===== config.mk =====
export PLATFORM = sky130hd
export DESIGN_NAME = adc_bcd_converter
export DESIGN_NICKNAME = d
export VERILOG_FILES = /design/src/rtl/adc_bcd_converter.sv
export SDC_FILE = /design/constraint.sdc
export NUM_CORES = 1
export LEC_CHECK = 0
export ABC_CLOCK_PERIOD_IN_PS = 9100
export BUFFER_PORTS_ARGS = -buffer_cell sky130_fd_sc_hd__buf_2
export CAP_MARGIN = 10
export CORE_MARGIN = 2
export CORE_UTILIZATION = 50
export DETAILED_ROUTE_END_ITERATION = 6
export PLACE_DENSITY = 0.73
export SKIP_LAST_GASP = 1
export SLEW_MARGIN = 20
export SYNTH_ARGS = -nofsm -noshare
export SYNTH_HDL_FRONTEND = slang
export SYNTH_SLANG_ARGS = --single-unit
export TNS_END_PERCENT = 20

===== constraint.sdc =====
create_clock -name clk -period 9.1 [get_ports clk]
set_input_delay 0 -clock clk [delete_from_list [all_inputs] [get_ports clk]]
set_output_delay 0 -clock clk [all_outputs]
set_load 0.1 [all_outputs]

===== src/rtl/adc_bcd_converter.sv =====
// adc_bcd_converter: scales 12-bit XADC codes to millivolts, converts them to
// 4-digit packed BCD with an iterative double-dabble, and holds the result in
// one of 13 per-channel output registers.
module adc_bcd_converter #(
  parameter int unsigned SCALE    = 1000,
  parameter int unsigned CHANNELS = 13
) (
  input  logic        clk,
  input  logic        rst,
  input  logic        in_valid,
  output logic        in_ready,
  input  logic [11:0] in_code,
  input  logic [3:0]  in_channel,
  output logic [15:0] out0,
  output logic [15:0] out1,
  output logic [15:0] out2,
  output logic [15:0] out3,
  output logic [15:0] out4,
  output logic [15:0] out5,
  output logic [15:0] out6,
  output logic [15:0] out7,
  output logic [15:0] out8,
  output logic [15:0] out9,
  output logic [15:0] out10,
  output logic [15:0] out11,
  output logic [15:0] out12,
  output logic        done,
  output logic        invalid_ch
);

  localparam logic [25:0] SCALE_W = 26'(SCALE);

  typedef enum logic [1:0] {ST_IDLE, ST_SCALE, ST_CONV, ST_STORE} state_t;

  state_t      state_q, state_d;
  logic [11:0] code_q, code_d;
  logic [3:0]  chan_q, chan_d;
  logic [13:0] mv_q, mv_d;
  logic [15:0] bcd_q, bcd_d;
  logic [3:0]  cnt_q, cnt_d;
  logic        sat_q, sat_d;
  logic        done_q, done_d;
  logic        inv_q, inv_d;

  logic [25:0] product;
  logic [13:0] mv_scaled;
  logic [15:0] bcd_adj;
  logic        chan_valid;
  logic [15:0] store_val;
  logic [15:0] out_q [CHANNELS];
  logic [15:0] out_d [CHANNELS];

  // 12x14-bit product; the top 14 bits are the millivolt value
  assign product    = {14'd0, code_q} * SCALE_W;
  assign mv_scaled  = 14'(product >> 12);
  assign chan_valid = (32'(chan_q) < CHANNELS);
  assign store_val  = sat_q ? 16'h9999 : bcd_q;
  assign in_ready   = (state_q == ST_IDLE);

  // Double-dabble correction: any BCD digit >= 5 gets +3 before the shift
  genvar gi;
  generate
    for (gi = 0; gi < 4; gi++) begin : g_adj
      assign bcd_adj[gi*4 +: 4] = (bcd_q[gi*4 +: 4] >= 4'd5) ?
                                  bcd_q[gi*4 +: 4] + 4'd3 : bcd_q[gi*4 +: 4];
    end
  endgenerate

  // Next-state and datapath computation for the conversion FSM
  always_comb begin
    state_d = state_q;
    code_d  = code_q;
    chan_d  = chan_q;
    mv_d    = mv_q;
    bcd_d   = bcd_q;
    cnt_d   = cnt_q;
    sat_d   = sat_q;
    done_d  = 1'b0;
    inv_d   = 1'b0;
    unique case (state_q)
      ST_IDLE: begin
        if (in_valid) begin
          code_d  = in_code;
          chan_d  = in_channel;
          state_d = ST_SCALE;
        end
      end
      ST_SCALE: begin
        mv_d    = mv_scaled;
        sat_d   = (mv_scaled > 14'd9999);
        cnt_d   = 4'd0;
        bcd_d   = 16'd0;
        state_d = ST_CONV;
      end
      ST_CONV: begin
        // mv bits shift out of the top of mv into the BCD accumulator
        {bcd_d, mv_d} = {bcd_adj, mv_q} << 1;
        cnt_d = cnt_q + 4'd1;
        if (cnt_q == 4'd13) state_d = ST_STORE;
      end
      ST_STORE: begin
        if (chan_valid) done_d = 1'b1;
        else            inv_d  = 1'b1;
        state_d = ST_IDLE;
      end
      default: state_d = ST_IDLE;
    endcase
  end

  // Register FSM state, datapath and the pulse outputs
  always_ff @(posedge clk or posedge rst) begin
    if (rst) begin
      state_q <= ST_IDLE;
      code_q  <= '0;
      chan_q  <= '0;
      mv_q    <= '0;
      bcd_q   <= '0;
      cnt_q   <= '0;
      sat_q   <= 1'b0;
      done_q  <= 1'b0;
      inv_q   <= 1'b0;
    end else begin
      state_q <= state_d;
      code_q  <= code_d;
      chan_q  <= chan_d;
      mv_q    <= mv_d;
      bcd_q   <= bcd_d;
      cnt_q   <= cnt_d;
      sat_q   <= sat_d;
      done_q  <= done_d;
      inv_q   <= inv_d;
    end
  end

  // Per-channel result registers, written only in STORE for the addressed channel
  generate
    for (gi = 0; gi < CHANNELS; gi++) begin : g_out
      assign out_d[gi] = (state_q == ST_STORE && chan_q == 4'(gi)) ? store_val : out_q[gi];
      always_ff @(posedge clk or posedge rst) begin
        if (rst) out_q[gi] <= '0;
        else     out_q[gi] <= out_d[gi];
      end
    end
  endgenerate

  assign out0       = out_q[0];
  assign out1       = out_q[1];
  assign out2       = out_q[2];
  assign out3       = out_q[3];
  assign out4       = out_q[4];
  assign out5       = out_q[5];
  assign out6       = out_q[6];
  assign out7       = out_q[7];
  assign out8       = out_q[8];
  assign out9       = out_q[9];
  assign out10      = out_q[10];
  assign out11      = out_q[11];
  assign out12      = out_q[12];
  assign done       = done_q;
  assign invalid_ch = inv_q;

endmodule

==> results_dict.tcl <==
set metrics [dict create \
    fin_nets 1332 \
    netlist.area_leader.share_pct 54.6 \
    antenna_left 0 \
    cp_data_arrival_time_ns 4.97 \
    viasPerCell 5.27 \
    start_util_pct 51.0 \
    final_cells 1560 \
    drv_cap 0 \
    synth.area.top_cells "dfrtp_1, mux2_2, fa_1" \
    cts_root_buffer "clkbuf_16" \
    outcome "completed" \
    area_growth_pct 20.7 \
    async_flop_share_pct 100 \
    ys_warn_count 0 \
    hold_path.class "in2async" \
    place_inst 1491 \
    portBuffers 229 \
    clkLatencyLatePin_ns 0.53 \
    ys_types 43 \
    tightest_slew_ns 1.10 \
    grt.overflow.total 0 \
    cts.path.max_buffers 3 \
    rsz0062_at_grt "false" \
    synthCells 988 \
    regArea_um2 6560 \
    detailedRoute.firstPassIterationCount 5 \
    die_w_um 159 \
    ys_seq_area_share_pct 54.6 \
    drive_gt1_share_pct 34.8 \
    num_antenna_cells 0 \
    finalCritPeriodShare_pct 50.1 \
    grt_max_degree 152 \
    hpwlAfterDp_mm 20.0 \
    cts_tree "built" \
    syn_avg_cell_area_um2 12.1 \
    die_h_um 159 \
    core_um2 23500 \
    path_max_fanout 5 \
    crit_type "reg2reg" \
    synthesis.area_um2 12000 \
    cts.sinks 262 \
    grt_pass1_vias 8321 \
    drt_iter0_drc 531 \
    finClkSkew_ns 0.00925 \
    max_freq_ghz 0.219 \
    fillers 1942 \
    synth-seq-cells 262 \
    synthFlopType "dfrtp_1" \
    gp_congestion 0.820 \
    maxSlewViolCount 0 \
    cp.required_ns 9.51 \
    syn_nets 1100 \
    cts_max_level 1 \
    cpMaxStageDelayCell "fa_1" \
    yosysMostFrequentCell "dfrtp_1" \
    finalSetupTns_ns 0 \
    path_cells "fa_1 -> fa_1 -> inv_1 -> fa_1 -> fa_1 -> inv_1 -> ha_1 -> and3_1 -> a221oi_2 -> o21ai_0 -> a21oi_1 -> mux2i_1 -> nand3_1" \
    num_rows 56 \
    grt_pass1_wl_mm 46.3 \
    relSlewSlack_pct 26.9 \
    synth_commonest_cells "dfrtp_1, mux2_2, nand2_1" \
    clk_pin_slew_ns 0.06 \
    ctsHoldBuffers 18 \
    period_needed_ns 4.56 \
    grt_usage_pct 23.0 \
    yosysTopAreaCell "dfrtp_1" \
    finalHoldViolations 0 \
    fin_util_pct 61.5 \
    drt_wl_total_mm 29.1 \
    dieArea_um2 25300 \
    vias 8223 \
    crit_top_cell "fa_1" \
    setup_viol_count_final 0 \
    critPathLaunchType "flop" \
    post_cts.repair.setup_buffers 0 \
    post_cts_resized 0 \
    drcViolationCount 0 \
    cts_buffers 28 \
    synth_edf_count 0 \
    io_pins 230 \
    cp-end-kind "flop" \
    antenna_found_initial 0 \
    wl_per_cell_um 18.6 \
    rr_worst_depth 13 \
    slowest_delay_ns 0.56 \
    multi_input_area_um2 4920 \
]
[metal layers]
metal	up-vias	part of all wire, %	GRT usage, %
li1	3802	-	-
met1	4130	44	31.6
met2	238	48	38.3
met3	53	5.3	3.93
met4	0	2.3	5.79
met5	-	0	0
[registers in the layout, summed over array words and instances, names as in the netlist]
name        flops
out6           16
state_q         2
chan_q          4
out5           16
out4           16
done            1
out1           16
out0           16
out7           16
bcd_q          16
cnt_q           4
out8           16
mv_q           14
out2           16
out9           16
invalid_ch      1
code_q         12
out11          16
out10          16
out12          16
out3           16
[cells by family (layout without fill, tap and decap cells)]
kind of cell / after synthesis / count (layout) / synth area share, %
and+or+nand+nor: 167 / 167 / 6.24
adders and majority gates: 93 / 93 / 12.0
AOI/OAI and AO/OA: 166 / 166 / 7.92
muxes: 149 / 149 / 13.9
DFF: 262 / 262 / 54.6
buffers and inverters: 140 / 393 / 4.46
xor gates and xnor gates: 11 / 11 / 0.803
[critical path: cells and delay by family (launching register included)]
| family | cells | cell delay, ns |
|---|---|---|
| adders and majority gates | 5 | 2.37 |
| and+or+nand+nor | 2 | 0.29 |
| DFF | 1 | 0.46 |
| AOI/OAI and AO/OA | 3 | 0.97 |
| muxes | 1 | 0.24 |
| buffers and inverters | 2 | 0.10 |
[cell usage in the layout, fill, tap and decap left out, types with 7 or more instances in the layout]
| cell type | n |
|---|---|
| xnor2_1 | 9 |
| clkbuf_1 | 8 |
| fa_1 | 37 |
| nor2_1 | 16 |
| dfrtp_1 | 262 |
| buf_2 | 229 |
| nor3b_1 | 9 |
| nand2_1 | 98 |
| ha_1 | 56 |
| clkinv_2 | 7 |
| clkbuf_16 | 29 |
| mux2_2 | 146 |
| inv_1 | 85 |
| a21oi_1 | 22 |
| nand2b_1 | 8 |
| o21ai_0 | 97 |
| a31oi_1 | 7 |
| nand3_1 | 14 |
| dlygate4sd3_1 | 18 |
| o22ai_1 | 16 |
[through the flow]
| step | instance area [um2] | worst slack (ns) | hold WS (ns) |
|---|---|---|---|
| floorplan | 12000 | 1.89 | 0.151 |
| global placement | 13400 | 4.69 | 0.233 |
| detailed placement | 13400 | 4.53 | 0.236 |
| CTS | 14500 | 4.52 | 0.217 |
| global route | 14500 | 4.26 | 0.185 |
| finish | 14500 | 4.54 | 0.140 |
[final timing paths]
path | slack (ns) | start | end
min reg2reg | 0.48 | out2[15] | out2[15]
max | 4.54 | code_q[0] | mv_q[2]
min in group clk | 0.23 | in_code[9] | code_q[9]
max reg2reg | 4.54 | code_q[0] | mv_q[2]
min | 0.14 | rst | out2[1]
max in group asynchronous | 7.68 | rst | out5[12]
[final cells by class]
cell class	instances	area share [%]
Timing Repair Buffer	252	9.42
Clock inverter	10	0.553
Clock buffer	41	5.60
Tap cell	319	2.76
Inverter	90	2.42
Sequential cell	262	45.3
Multi-Input combinational cell	586	34.0
Power is not shown: default switching activity piles up to over one toggle a cycle in this logic, so the estimate is an artifact.
